===== src/rtl/pit_table.sv =====
// pit_table: NDN pending interest table, PIT end of the FIB->PIT data handshake.
// Optional per-entry expiry is enabled by defining PIT_LIFETIME_EN.
module pit_table #(
    parameter int ENTRIES    = 16,
    parameter int DATA_BYTES = 1024,
    parameter int FACE_W     = 4,
    parameter int LIFETIME   = 4096
) (
    input  logic              clk,
    input  logic              rst,
    input  logic              prefix_ready,
    input  logic [63:0]       fib_prefix,
    input  logic [5:0]        fib_len,
    input  logic [7:0]        fib_data,
    output logic              start_send_to_pit,
    output logic              rejected,
    input  logic              interest_valid,
    input  logic [63:0]       interest_prefix,
    input  logic [5:0]        interest_len,
    input  logic [FACE_W-1:0] interest_face,
    output logic              interest_ready,
    output logic              interest_dropped,
    output logic              fib_out_bit,
    output logic [63:0]       pit_in_prefix,
    output logic [5:0]        pit_in_len,
    output logic [7:0]        data_out,
    output logic              data_out_valid,
    output logic [FACE_W-1:0] data_out_faces,
    output logic              data_last
);
    localparam int IW = (ENTRIES > 1) ? $clog2(ENTRIES) : 1;
    localparam int CW = $clog2(DATA_BYTES + 1);
    localparam logic [IW-1:0] LAST_IDX = IW'(ENTRIES - 1);
    localparam logic [CW-1:0] LAST_CNT = CW'(DATA_BYTES - 1);

    typedef enum logic [2:0] {IDLE, QSCAN, GRANT, XFER, ISCAN} state_t;
    state_t state, state_nx;

    logic              e_valid [ENTRIES];
    logic [63:0]       e_prefix[ENTRIES];
    logic [5:0]        e_len   [ENTRIES];
    logic [FACE_W-1:0] e_faces [ENTRIES];

    logic [63:0]       key_prefix;
    logic [5:0]        key_len;
    logic [FACE_W-1:0] key_face;
    logic [IW-1:0]     scan_idx;
    logic [IW-1:0]     hit_idx;
    logic [IW-1:0]     free_idx;
    logic              free_found;
    logic [CW-1:0]     cnt;

    logic              rej_q;
    logic              drop_q;
    logic              fout_q;
    logic [63:0]       pin_prefix_q;
    logic [5:0]        pin_len_q;
    logic [7:0]        dout_q;
    logic              dvalid_q;
    logic [FACE_W-1:0] dfaces_q;
    logic              dlast_q;

    function automatic logic prefix_eq(
        input logic [63:0] a,
        input logic [5:0]  la,
        input logic [63:0] b,
        input logic [5:0]  lb
    );
        logic [63:0] mask;
        mask = ~(64'hFFFF_FFFF_FFFF_FFFF >> la);
        return (la == lb) && (((a ^ b) & mask) == 64'd0);
    endfunction

    logic          scan_hit;
    logic          scan_last;
    logic          ins_ok;
    logic [IW-1:0] ins_idx;
    logic          xfer_last;

    assign scan_hit  = e_valid[scan_idx] &&
                       prefix_eq(e_prefix[scan_idx], e_len[scan_idx],
                                 key_prefix, key_len);
    assign scan_last = (scan_idx == LAST_IDX);
    assign ins_ok    = free_found || !e_valid[scan_idx];
    assign ins_idx   = free_found ? free_idx : scan_idx;
    assign xfer_last = (cnt == LAST_CNT);

`ifdef PIT_LIFETIME_EN
    localparam int LW = $clog2(LIFETIME + 1);
    logic [LW-1:0]      e_life[ENTRIES];
    logic [ENTRIES-1:0] pin;

    // the entry being granted or streamed must survive until satisfied
    always_comb begin
        pin = '0;
        if (state == GRANT || state == XFER)
            pin[hit_idx] = 1'b1;
        if (state == QSCAN && scan_hit)
            pin[scan_idx] = 1'b1;
    end
`else
    logic [31:0] unused_life;
    assign unused_life = LIFETIME;
`endif

    always_ff @(posedge clk) begin
        if (rst)
            state <= IDLE;
        else
            state <= state_nx;
    end

    always_comb begin
        state_nx = state;
        case (state)
            IDLE: begin
                if (prefix_ready)
                    state_nx = QSCAN;
                else if (interest_valid)
                    state_nx = ISCAN;
            end
            QSCAN: begin
                if (scan_hit)
                    state_nx = GRANT;
                else if (scan_last)
                    state_nx = IDLE;
            end
            GRANT:
                state_nx = XFER;
            XFER: begin
                if (xfer_last)
                    state_nx = IDLE;
            end
            ISCAN: begin
                if (scan_hit || scan_last)
                    state_nx = IDLE;
            end
            default:
                state_nx = IDLE;
        endcase
    end

    always_comb begin
        start_send_to_pit = (state == GRANT);
        interest_ready    = (state == IDLE) && !prefix_ready;
        rejected          = rej_q;
        interest_dropped  = drop_q;
        fib_out_bit       = fout_q;
        pit_in_prefix     = pin_prefix_q;
        pit_in_len        = pin_len_q;
        data_out          = dout_q;
        data_out_valid    = dvalid_q;
        data_out_faces    = dfaces_q;
        data_last         = dlast_q;
    end

    always_ff @(posedge clk) begin
        if (rst) begin
            for (int i = 0; i < ENTRIES; i++) begin
                e_valid[i]  <= 1'b0;
                e_prefix[i] <= '0;
                e_len[i]    <= '0;
                e_faces[i]  <= '0;
`ifdef PIT_LIFETIME_EN
                e_life[i]   <= '0;
`endif
            end
            key_prefix   <= '0;
            key_len      <= '0;
            key_face     <= '0;
            scan_idx     <= '0;
            hit_idx      <= '0;
            free_idx     <= '0;
            free_found   <= 1'b0;
            cnt          <= '0;
            rej_q        <= 1'b0;
            drop_q       <= 1'b0;
            fout_q       <= 1'b0;
            pin_prefix_q <= '0;
            pin_len_q    <= '0;
            dout_q       <= '0;
            dvalid_q     <= 1'b0;
            dfaces_q     <= '0;
            dlast_q      <= 1'b0;
        end else begin
            rej_q    <= 1'b0;
            drop_q   <= 1'b0;
            fout_q   <= 1'b0;
            dout_q   <= '0;
            dvalid_q <= 1'b0;
            dfaces_q <= '0;
            dlast_q  <= 1'b0;
`ifdef PIT_LIFETIME_EN
            for (int i = 0; i < ENTRIES; i++) begin
                if (e_valid[i] && !pin[i]) begin
                    if (e_life[i] <= LW'(1)) begin
                        e_valid[i] <= 1'b0;
                        e_life[i]  <= '0;
                    end else begin
                        e_life[i] <= e_life[i] - LW'(1);
                    end
                end
            end
`endif
            case (state)
                IDLE: begin
                    scan_idx   <= '0;
                    free_found <= 1'b0;
                    if (prefix_ready) begin
                        key_prefix <= fib_prefix;
                        key_len    <= fib_len;
                    end else if (interest_valid) begin
                        key_prefix <= interest_prefix;
                        key_len    <= interest_len;
                        key_face   <= interest_face;
                    end
                end
                QSCAN: begin
                    if (scan_hit)
                        hit_idx <= scan_idx;
                    else if (scan_last)
                        rej_q <= 1'b1;
                    else
                        scan_idx <= scan_idx + IW'(1);
                end
                GRANT:
                    cnt <= '0;
                XFER: begin
                    dout_q   <= fib_data;
                    dvalid_q <= 1'b1;
                    dfaces_q <= e_faces[hit_idx];
                    dlast_q  <= xfer_last;
                    cnt      <= cnt + CW'(1);
                    if (xfer_last)
                        e_valid[hit_idx] <= 1'b0;
                end
                ISCAN: begin
                    if (scan_hit) begin
                        e_faces[scan_idx] <= e_faces[scan_idx] | key_face;
                        e_valid[scan_idx] <= 1'b1;
`ifdef PIT_LIFETIME_EN
                        e_life[scan_idx]  <= LW'(LIFETIME);
`endif
                    end else begin
                        if (!e_valid[scan_idx] && !free_found) begin
                            free_found <= 1'b1;
                            free_idx   <= scan_idx;
                        end
                        if (!scan_last) begin
                            scan_idx <= scan_idx + IW'(1);
                        end else if (ins_ok) begin
                            e_valid[ins_idx]  <= 1'b1;
                            e_prefix[ins_idx] <= key_prefix;
                            e_len[ins_idx]    <= key_len;
                            e_faces[ins_idx]  <= key_face;
`ifdef PIT_LIFETIME_EN
                            e_life[ins_idx]   <= LW'(LIFETIME);
`endif
                            fout_q       <= 1'b1;
                            pin_prefix_q <= key_prefix;
                            pin_len_q    <= key_len;
                        end else begin
                            drop_q <= 1'b1;
                        end
                    end
                end
                default: ;
            endcase
        end
    end
endmodule


===== config.mk =====
export PLATFORM = sky130hd
export DESIGN_NAME = pit_table
export DESIGN_NICKNAME = d
export VERILOG_FILES = /design/src/rtl/pit_table.sv
export SDC_FILE = /design/constraint.sdc
export NUM_CORES = 2
export LEC_CHECK = 0
export CAP_MARGIN = 5
export CORE_MARGIN = 4
export CORE_UTILIZATION = 55
export DETAILED_ROUTE_END_ITERATION = 8
export GPL_ROUTABILITY_DRIVEN = 0
export PLACE_DENSITY = 0.73
export SLEW_MARGIN = 0
export SYNTH_ARGS = -nofsm -noshare
export SYNTH_HDL_FRONTEND = slang
export SYNTH_SLANG_ARGS = --single-unit

===== constraint.sdc =====
create_clock -name clk -period 13 [get_ports clk]
set_clock_uncertainty 0.15 [all_clocks]
set_input_delay 2.6 -clock clk [delete_from_list [all_inputs] [get_ports clk]]
set_output_delay 2.6 -clock clk [all_outputs]
set_load 0.02 [all_outputs]

==> results.cfg <==
[status]
status = completed

[cts]
path_clk_slew_ns = 0.06
clock-sinks = 1376
post_cts_resized = 0
cts_buffer_depth = 3
htree_levels = 4
clkLatencyLatePin_ns = 0.75
postCtsHoldBufs = 0
cts_tree = done
numCtsBuffers = 145
cts_setup_buffers = 0
cts_root_buf = clkbuf_16

[timing]
finalCritPeriodShare = 0.689
max_freq_mhz = 112
timing.setup.tns_ns = 0
rsz0062_at_grt = no
max-slew-margin-rel = 0.211
tightest_slew_ns = 1.18
report.final.hold_viol_count = 0
finalMaxSlewViolations = 0
finalCriticalPeriod_ns = 8.96
setup_viol = 0

[power]
power_density_mw_per_mm2 = 139
ir_drop_v = 0.000105
p_leak_uw = 0.0254

[layout]
final_layout_size_suffix_gt1_frac = 0.148
syn_to_final_growth_pct = 12.8
multi_input_area_mm2 = 0.0225
design_area_mm2 = 0.0719
regArea_mm2 = 0.0394
nets = 4718
fillCellCount = 8307

[detailed_routing]
drt-total-wl_um = 178000
via_per_inst = 6.33
dr.first_iter.drc_count = 5279
drt-pass1-iter-count = 6
ant_nets = 0
wire_per_inst_um = 28.7
drc = 0
vias = 39200

[logic_synthesis]
yosys.area.top_type = edfxtp_1
synthFlopType = edfxtp_1
synth_top_family_by_area = multiplexers
yosysUniqueCellTypes = 90
synth_edf_count = 1184
avgSynthCellArea_um2 = 14.1
synth_area_leaders = edfxtp_1 (56%), and2_1 (11%), mux4_2 (10%)
synth-adder-area-share = 0.00102
seq_area_frac_synth = 0.618
syn_area_mm2 = 0.0638
synth_xor_area_frac = 0.00948
synth_cells = 4513
synthesis.nets = 4671
async_flop_share = 0
synthSimpleGateAreaFrac = 0.146
ys_seq_elements = 1376
ys.warnings.count = 0
synth_mux_area_frac = 0.154
synth_top_area_frac = 0.558
synth_compound_area_frac = 0.0383

[floorplan]
initial_core_util = 0.556
core-area_mm2 = 0.115
core.rowCount = 124
die_x_um = 348
dieArea_mm2 = 0.121
die_height_um = 348
ioPinCount = 245

[global_routing]
grt_pass1_vias = 38900
grt_max_degree = 98
antenna_found_initial = 12
grt_use_total = 0.293
grt_pass1_wl_um = 262000
gr-total-overflow = 0

[place]
place_area_mm2 = 0.0672
dp_hpwl_um = 101000
port_buffers = 244

[critical_path]
path_max_fanout = 55
critPathKind = reg2reg
critPathLaunchType = flip-flop
cp.arrival_ns = 9.16
required_ns = 13.20
cp-end-kind = flip-flop

[run]
drv_cap = 0

[min_path]
hold_class = reg2reg
per-stage QoR:
step                      total power (uW)  hold WS (ns)  setup WS (ns)   util  std cells
after floorplan                       5620         0.286           3.41      -       4513
after global placement                5930         0.316           4.45  0.586       5925
after detailed placement              5950         0.328           4.33  0.586       5925
after CTS                            10000         0.339           4.27  0.627       6190
after global routing                 10300         0.357           3.89  0.627       6190
final                                10000         0.331           4.04  0.627       6195
cells in the final DEF (no fill, tap or decap), drive strengths merged, types with 40 or more instances in the layout:
| cell type | count |
|---|---|
| buf | 108 |
| xor2 | 43 |
| a211oi | 90 |
| o21ai | 60 |
| a21oi | 48 |
| mux2i | 292 |
| clkdlybuf4s50 | 242 |
| nor3 | 40 |
| and2 | 1095 |
| clkinv | 51 |
| nand2 | 98 |
| dfxtp | 192 |
| mux4 | 296 |
| clkbuf | 198 |
| nor2 | 272 |
| edfxtp | 1184 |
cell usage after synthesis (13+ instances only):
library cell / number
buf_4: 44
nand4_1: 16
or2_2: 13
dfxtp_1: 192
mux2i_1: 292
nand3_1: 24
xor2_1: 43
a21oi_1: 48
nor2_1: 270
and2_1: 1094
inv_1: 24
o21ai_0: 54
a22oi_1: 37
clkbuf_1: 338
xnor2_1: 26
buf_2: 43
o41ai_1: 14
nand2_1: 97
a211oi_1: 89
mux2_2: 14
mux4_2: 285
edfxtp_1: 1184
buf_6: 16
nor3_1: 38
area by class of cell:
class / count / area share
flip-flops and latches: 1376 / 0.548
multi-input cells: 2659 / 0.313
clock buffers: 198 / 0.0582
repair buffers: 350 / 0.0457
well taps: 1512 / 0.0263
clock inverters: 67 / 0.00764
inverters: 28 / 0.00146
diodes: 5 / 0.000174
final timing paths:
path / startpoint / endpoint / slack (ns) / depth (start not counted)
max: flip-flop / e_prefix[0][37] / 4.04 / 16
min: key_face[1] / key_face[1] / 0.33 / 2
max reg2reg: flip-flop / e_prefix[0][37] / 4.04 / 16
min reg2reg: key_face[1] / key_face[1] / 0.33 / 2
cell families (layout without fill, tap and decap cells):
kind of cell	after synthesis	after routing
buffers and inverters	478	643
adders and majority gates	6	6
muxes	604	604
xor gates and xnor gates	69	69
AOI/OAI and AO/OA	346	346
DFF	1376	1376
and+or+nand+nor	1634	1634
other	0	5
state kept, by name (all words and copies together) (netlist names), 6 cells and up, named ones only:
name	flops
e_prefix	1008
e_len	96
e_faces	64
key_prefix	64
pit_in_prefix	64
e_valid	16
cnt	11
data_out	8
key_len	6
pit_in_len	6
critical path, stage by stage, from the launching register on:
cell,delay (ns)
dfxtp_4,0.64
buf_4,0.74
buf_4,0.82
mux4_2,0.42
mux2i_1,0.28
mux2i_1,0.16
xor2_1,0.33
a211oi_1,0.10
a311oi_1,0.34
a221oi_1,0.09
and4_1,0.27
o2111ai_2,0.77
nand4_1,0.59
or3_1,0.72
buf_4,0.29
o21ai_4,0.83
buf_4,0.90
report_power, final:
part	internal, uW	switching (uW)	leakage [uW]
Combinational	291	492	0.00943
Sequential	4940	146	0.0137
Clock	2410	1720	0.00234
routing by layer:
metal,GRT usage,up-vias,share of wire
li1,-,16600,-
met1,0.399,19700,0.37
met2,0.468,2434,0.47
met3,0.0619,416,0.11
met4,0.112,6,0.040
met5,0,-,0.00024
(Power assumes the default switching activity.)
